==> config.mk <==
export PLATFORM = sky130hd
export DESIGN_NAME = vc_fifo_bank_flat
export DESIGN_NICKNAME = d
export VERILOG_FILES = /design/src/rtl/vc_fifo_bank_if.sv /design/src/rtl/vc_fifo_bank.sv /design/src/flat_wrapper.sv
export SDC_FILE = /design/constraint.sdc
export NUM_CORES = 2
export LEC_CHECK = 0
export BUFFER_PORTS_ARGS = -buffer_cell sky130_fd_sc_hd__buf_4
export CORE_MARGIN = 5
export CORE_UTILIZATION = 25
export CTS_CLUSTER_SIZE = 12
export DETAILED_ROUTE_END_ITERATION = 7
export GPL_ROUTABILITY_DRIVEN = 1
export PLACE_DENSITY = 0.38
export SETUP_SLACK_MARGIN = 0.1
export SLEW_MARGIN = 10
export SYNTH_ARGS = -nofsm -noshare
export SYNTH_HDL_FRONTEND = slang
export SYNTH_SLANG_ARGS = --single-unit
==> constraint.sdc <==
create_clock -name clk -period 15.78 [get_ports clk]
set_input_delay 3.156 -clock clk [delete_from_list [all_inputs] [get_ports clk]]
set_output_delay 3.156 -clock clk [all_outputs]
set_load 0.02 [all_outputs]
==> src/rtl/vc_fifo_bank_if.sv <==
// Write/read request and status bundle of the virtual-channel FIFO bank.
// master drives requests (router/core side), slave is the FIFO bank.
interface vc_fifo_bank_if #(
  parameter int DATA_WIDTH = 32,
  parameter int ADDR_WIDTH = 4,
  parameter int CH_WIDTH   = 2
);
  localparam int NUM_CH = 1 << CH_WIDTH;
  localparam int CNT_W  = ADDR_WIDTH + 1;

  logic                    wr_en;
  logic [CH_WIDTH-1:0]     wr_ch;
  logic [DATA_WIDTH-1:0]   wr_data;
  logic                    rd_en;
  logic [CH_WIDTH-1:0]     rd_ch;
  logic [DATA_WIDTH-1:0]   rd_data;
  logic                    rd_valid;
  logic [NUM_CH-1:0]       empty;
  logic [NUM_CH-1:0]       full;
  logic [NUM_CH-1:0]       almost_full;
  logic [NUM_CH*CNT_W-1:0] count;
  logic                    err_clr;
  logic                    ovf_err;
  logic                    udf_err;

  modport master (
    output wr_en, wr_ch, wr_data, rd_en, rd_ch, err_clr,
    input  rd_data, rd_valid, empty, full, almost_full, count, ovf_err, udf_err
  );

  modport slave (
    input  wr_en, wr_ch, wr_data, rd_en, rd_ch, err_clr,
    output rd_data, rd_valid, empty, full, almost_full, count, ovf_err, udf_err
  );
endinterface

==> src/rtl/vc_fifo_bank.sv <==
// Bank of 2**CH_WIDTH independent FIFOs sharing one statically partitioned RAM,
// with one write and one read per cycle, per-channel status and sticky errors.
module vc_fifo_bank #(
  parameter int DATA_WIDTH = 32,
  parameter int ADDR_WIDTH = 4,
  parameter int CH_WIDTH   = 2,
  parameter int AF_LEVEL   = 13
) (
  input logic            clk,
  input logic            rst,
  vc_fifo_bank_if.slave  bus
);
  localparam int NUM_CH = 1 << CH_WIDTH;
  localparam int DEPTH  = 1 << ADDR_WIDTH;
  localparam int CNT_W  = ADDR_WIDTH + 1;

  logic [DATA_WIDTH-1:0] mem [NUM_CH*DEPTH];
  logic [ADDR_WIDTH-1:0] wr_ptr [NUM_CH];
  logic [ADDR_WIDTH-1:0] rd_ptr [NUM_CH];
  logic [CNT_W-1:0]      cnt    [NUM_CH];

  logic [NUM_CH-1:0]       empty_v, full_v, af_v;
  logic [NUM_CH*CNT_W-1:0] count_v;
  logic                    rd_acc, wr_acc;
  logic [DATA_WIDTH-1:0]   rd_data_p1;
  logic                    vld_p1;
  logic                    ovf_q, udf_q;

  always_comb begin
    empty_v = '0;
    full_v  = '0;
    af_v    = '0;
    count_v = '0;
    for (int c = 0; c < NUM_CH; c++) begin
      empty_v[c]                 = (cnt[c] == '0);
      full_v[c]                  = (cnt[c] == CNT_W'(DEPTH));
      af_v[c]                    = (cnt[c] >= CNT_W'(AF_LEVEL));
      count_v[c*CNT_W +: CNT_W]  = cnt[c];
    end
  end

  // A full channel still takes a write when the same channel is drained this cycle.
  assign rd_acc = bus.rd_en & ~empty_v[bus.rd_ch];
  assign wr_acc = bus.wr_en & (~full_v[bus.wr_ch] | (rd_acc & (bus.rd_ch == bus.wr_ch)));

  always_ff @(posedge clk) begin
    if (wr_acc) mem[{bus.wr_ch, wr_ptr[bus.wr_ch]}] <= bus.wr_data;
  end

  // Stage p1: registered read port (old word on same-address collision).
  always_ff @(posedge clk) begin
    if (rst) begin
      rd_data_p1 <= '0;
      vld_p1     <= 1'b0;
    end else begin
      vld_p1 <= rd_acc;
      if (rd_acc) rd_data_p1 <= mem[{bus.rd_ch, rd_ptr[bus.rd_ch]}];
    end
  end

  always_ff @(posedge clk) begin
    if (rst) begin
      for (int c = 0; c < NUM_CH; c++) begin
        wr_ptr[c] <= '0;
        rd_ptr[c] <= '0;
        cnt[c]    <= '0;
      end
    end else begin
      if (wr_acc) wr_ptr[bus.wr_ch] <= wr_ptr[bus.wr_ch] + 1'b1;
      if (rd_acc) rd_ptr[bus.rd_ch] <= rd_ptr[bus.rd_ch] + 1'b1;
      for (int c = 0; c < NUM_CH; c++) begin
        if (wr_acc && (bus.wr_ch == CH_WIDTH'(c)) && !(rd_acc && (bus.rd_ch == CH_WIDTH'(c))))
          cnt[c] <= cnt[c] + 1'b1;
        else if (rd_acc && (bus.rd_ch == CH_WIDTH'(c)) && !(wr_acc && (bus.wr_ch == CH_WIDTH'(c))))
          cnt[c] <= cnt[c] - 1'b1;
      end
    end
  end

  // Sticky errors: a new rejection outranks a coincident clear.
  always_ff @(posedge clk) begin
    if (rst) begin
      ovf_q <= 1'b0;
      udf_q <= 1'b0;
    end else begin
      ovf_q <= (ovf_q & ~bus.err_clr) | (bus.wr_en & ~wr_acc);
      udf_q <= (udf_q & ~bus.err_clr) | (bus.rd_en & ~rd_acc);
    end
  end

  assign bus.rd_data     = rd_data_p1;
  assign bus.rd_valid    = vld_p1;
  assign bus.empty       = empty_v;
  assign bus.full        = full_v;
  assign bus.almost_full = af_v;
  assign bus.count       = count_v;
  assign bus.ovf_err     = ovf_q;
  assign bus.udf_err     = udf_q;
endmodule

==> src/flat_wrapper.sv <==
// flat-port wrapper written by rule: the top's interface ports become plain ports
module vc_fifo_bank_flat 
#(
  parameter int DATA_WIDTH = 32,
  parameter int ADDR_WIDTH = 4,
  parameter int CH_WIDTH   = 2,
  parameter int AF_LEVEL   = 13
)
  (clk, rst, bus_wr_en, bus_wr_ch, bus_wr_data, bus_rd_en, bus_rd_ch, bus_err_clr, bus_rd_data, bus_rd_valid, bus_empty, bus_full, bus_almost_full, bus_count, bus_ovf_err, bus_udf_err);
  vc_fifo_bank_if #(.DATA_WIDTH(DATA_WIDTH), .ADDR_WIDTH(ADDR_WIDTH), .CH_WIDTH(CH_WIDTH)) bus_i ();
  input logic clk;
  input logic rst;
  input wire logic [$bits(bus_i.wr_en)-1:0] bus_wr_en;
  input wire logic [$bits(bus_i.wr_ch)-1:0] bus_wr_ch;
  input wire logic [$bits(bus_i.wr_data)-1:0] bus_wr_data;
  input wire logic [$bits(bus_i.rd_en)-1:0] bus_rd_en;
  input wire logic [$bits(bus_i.rd_ch)-1:0] bus_rd_ch;
  input wire logic [$bits(bus_i.err_clr)-1:0] bus_err_clr;
  output wire logic [$bits(bus_i.rd_data)-1:0] bus_rd_data;
  output wire logic [$bits(bus_i.rd_valid)-1:0] bus_rd_valid;
  output wire logic [$bits(bus_i.empty)-1:0] bus_empty;
  output wire logic [$bits(bus_i.full)-1:0] bus_full;
  output wire logic [$bits(bus_i.almost_full)-1:0] bus_almost_full;
  output wire logic [$bits(bus_i.count)-1:0] bus_count;
  output wire logic [$bits(bus_i.ovf_err)-1:0] bus_ovf_err;
  output wire logic [$bits(bus_i.udf_err)-1:0] bus_udf_err;
  assign bus_i.wr_en = bus_wr_en;
  assign bus_i.wr_ch = bus_wr_ch;
  assign bus_i.wr_data = bus_wr_data;
  assign bus_i.rd_en = bus_rd_en;
  assign bus_i.rd_ch = bus_rd_ch;
  assign bus_i.err_clr = bus_err_clr;
  assign bus_rd_data = bus_i.rd_data;
  assign bus_rd_valid = bus_i.rd_valid;
  assign bus_empty = bus_i.empty;
  assign bus_full = bus_i.full;
  assign bus_almost_full = bus_i.almost_full;
  assign bus_count = bus_i.count;
  assign bus_ovf_err = bus_i.ovf_err;
  assign bus_udf_err = bus_i.udf_err;
  vc_fifo_bank #(.DATA_WIDTH(DATA_WIDTH), .ADDR_WIDTH(ADDR_WIDTH), .CH_WIDTH(CH_WIDTH), .AF_LEVEL(AF_LEVEL)) u_core (.clk(clk), .rst(rst), .bus(bus_i));
endmodule
==> run metrics <==
status completed; IO Port Bufs ~110; worst skew pair latency between 0.8 and 0.9 ns; die height around 600 um; f_max 125.5 MHz; synthesized area between 80000 and 90000 um^2; Gate Count Post-Synth around 4800; # nets final roughly 5000; Synth Warn # 0; placed insts ~9100; min-delay worst type flop to flop; CTS tree built; Tcrit/Tclk final between 50% and 60%; core area roughly 330000 um^2; final std cells w/o fill roughly 9600; post-route setup slack 7.813 ns; TritonRoute pass-1 iters 5; Critical Path Sink Type flop; CP required roughly 16 ns; Post-synth top flop edfxtp_1; Synth top cells by count edfxtp_1 (2100), mux2i_1 (550), nand2_1 (449); sequential fraction of design power 50.4%; EDFF count, synth between 2000 and 2500; row cnt around 210; Slew headroom 13.58%; share of layout cells above drive strength 1 roughly 16%; asr flop ratio synth 0%; Int Power around 9500 uW; post-synthesis sequential area ratio around 76%; WS Path Type input pin to flop; clk buf depth 4; minimum clock period around 8 ns; global-route wire length before repair roughly 380 mm; Final ANT Viol Nets 0; largest net degree at the start of global routing between 90 and 100; Multi-input gate area between 15000 and 20000 um^2; Ports between 100 and 150; clock-pin slew on the worst setup and hold paths around 0.06 ns; Least-Margin Pin Slew approximately 1.3 ns; grt ovf 0; RSZ-0062 raised after global routing false; Power Density roughly 130 nW/um^2; die extent in x just under 600 um; H-tree levels 4; Starting Density 25.09%; worst path arrival time about 8.7 ns; pins over their slew limit 0; initial antenna violation count 29; final hold viol count 0; GRT Overall Usage 15.71%; number of cells on the worst hold path 2; Root Buffer clkbuf_16; mean post-synth cell area between 15 and 20 um^2; full die area about 350000 um^2; violation count after the first detailed-route iteration 4150; filler cell count approximately 33000; DRC viols 0; Final setup violation count 0; MaxCap Viol Count 0; dpl ws between 6 and 7 ns; clock group share of total power 41.0%; vias in the first global route 44920; Setup Buffers After CTS 0; overall power approximately 13000 uW; WL/cell approximately 30 um; Fin Clk Skew about 0.051 ns; overall routed net length roughly 280 mm; top-count cell post-synth edfxtp_1; top-area cell type share of the netlist area between 70% and 80%; GPL Wtd Cong 0.7251; Storage cell area 63760 um^2; Synth area leader edfxtp_1; TritonCTS Buffers approximately 240; Hold Buf Count CTS 0; highest ir drop seen on vdd 104.3 uV; top cells by area, synth edfxtp_1 (75%), mux2i_1 (6.6%), mux4_2 (3.7%); CP max FO 85; clock sinks 2135; setup TNS 0 ns; Switch Pwr just over 3000 uW; share of total power in combinational logic ~8.5%; cts repair resizes 0; crit start category input pin; DPL Wire Length between 150 and 200 mm; flops & latches, synth between 2000 and 2500; Yosys cell types 71; vias roughly 46000; Core Util, Final a little under 30%; via density per instance between 4 and 5; P_leak 0.03101 uW; worst reg2reg path depth 10; synthesis-to-layout area growth 16.52%; switch share roughly 24%; post-synth net total roughly 4900
[cell usage in the layout, fill, tap and decap left out, types with 11 or more instances in the layout]
| master | instances |
|---|---|
| a311oi_1 | 67 |
| diode_2 | 13 |
| a21oi_1 | 52 |
| o21bai_1 | 28 |
| nor4_1 | 50 |
| or2_2 | 11 |
| nand2b_1 | 21 |
| buf_4 | 244 |
| o22a_1 | 29 |
| o211ai_1 | 33 |
| edfxtp_1 | 2100 |
| a221oi_1 | 60 |
| xor2_1 | 12 |
| nor2b_1 | 80 |
| clkbuf_8 | 13 |
| a211oi_1 | 45 |
| o21ai_0 | 36 |
| nand3_1 | 110 |
| nor2_1 | 58 |
| and3_1 | 35 |
| ha_1 | 15 |
| clkbuf_1 | 81 |
| nor4_2 | 12 |
| mux4_2 | 136 |
| clkbuf_16 | 237 |
| mux2_2 | 34 |
| o22ai_1 | 147 |
| mux2i_1 | 550 |
| nand2_1 | 448 |
| inv_1 | 28 |
| a31oi_1 | 74 |
| a22o_1 | 29 |
| dfxtp_1 | 35 |
| clkinv_2 | 29 |
| nor2_4 | 66 |
| clkinv_1 | 42 |
[stage by stage]
stage / hold WS, ns / cell area, um^2
after global placement: 0.4788 / 90310
after floorplan: 0.5299 / 83650
after CTS: 0.4852 / 97420
after detailed placement: 0.4743 / 90390
after global routing: 0.5163 / 97440
final: 0.4852 / 97460
[registers in the layout, summed over array words and instances (netlist names)]
register	count
u_core.mem	2048
u_core.bus.ovf_err	1
u_core.rd_ptr	16
u_core.bus.udf_err	1
u_core.cnt	20
u_core.wr_ptr	16
u_core.bus.rd_data	32
u_core.bus.rd_valid	1
[logic make-up after synthesis]
family                   synth area share [%]
flip-flops                              76.23
AO/OA/AOI/OAI                           5.500
multiplexers                            10.79
XOR/XNOR                               0.1885
adder cells (fa/ha/maj)                0.2962
AND/OR/NAND/NOR                         5.246
buffers and inverters                   1.758
[worst paths after layout]
| check | slack (ns) | start | endpoint |
|---|---|---|---|
| worst max-delay path | 7.81 | bus_rd_ch[1] | u_core.bus.rd_data[9]$_SDFFE_PP0P_ |
| worst min-delay path | 0.49 | u_core.bus.ovf_err$_SDFF_PP0_ | u_core.bus.ovf_err$_SDFF_PP0_ |
| worst max register to register | 10.00 | u_core.rd_ptr[2][1]$_SDFFCE_PN0P_ | u_core.bus.rd_data[9]$_SDFFE_PP0P_ |
| worst min register to register | 0.49 | u_core.bus.ovf_err$_SDFF_PP0_ | u_core.bus.ovf_err$_SDFF_PP0_ |
[power by group through the flow]
| stage | clock network [uW] | logic, uW | registers (uW) |
|---|---|---|---|
| floorplan | 0 | 567 | 6440 |
| global placement | 0 | 1090 | 6450 |
| detailed placement | 0 | 1090 | 6450 |
| CTS | 5310 | 1090 | 6330 |
| global route | 5550 | 1140 | 6330 |
| finish | 5150 | 1070 | 6330 |
[metal layers]
layer  vias up  routed length [um]  track usage (%)  part of all wire (%)
li1      19600                   -                -                     -
met1     24500              129600            22.54                    46
met2      1288              129300            24.87                    46
met3       344               15650            2.727                   5.6
met4         2                6342            3.550                   2.3
met5         -                   7                0                0.0025
[final cells by class]
class                           instances  share of cell area, %
Tap cell                             4387                  5.632
Antenna cell                           13                0.03338
Sequential cell                      2135                  65.42
Inverter                               30                 0.1309
Clock inverter                         87                 0.6303
Timing Repair Buffer                  252                  2.017
Multi-Input combinational cell       2343                  19.56
Clock buffer                          331                  6.581
[worst max-delay path, stage by stage]
cell and delay, ns:
buf_4 0.29, mux2i_1 0.13, mux2_4 0.46, inv_8 0.48
buf_12 0.51, buf_4 0.67, buf_4 0.89, mux2i_1 0.30
o22ai_1 0.17, nor4_1 1.12, a31oi_1 0.16
No activity file was read; power rests on OpenSTA's default activity.
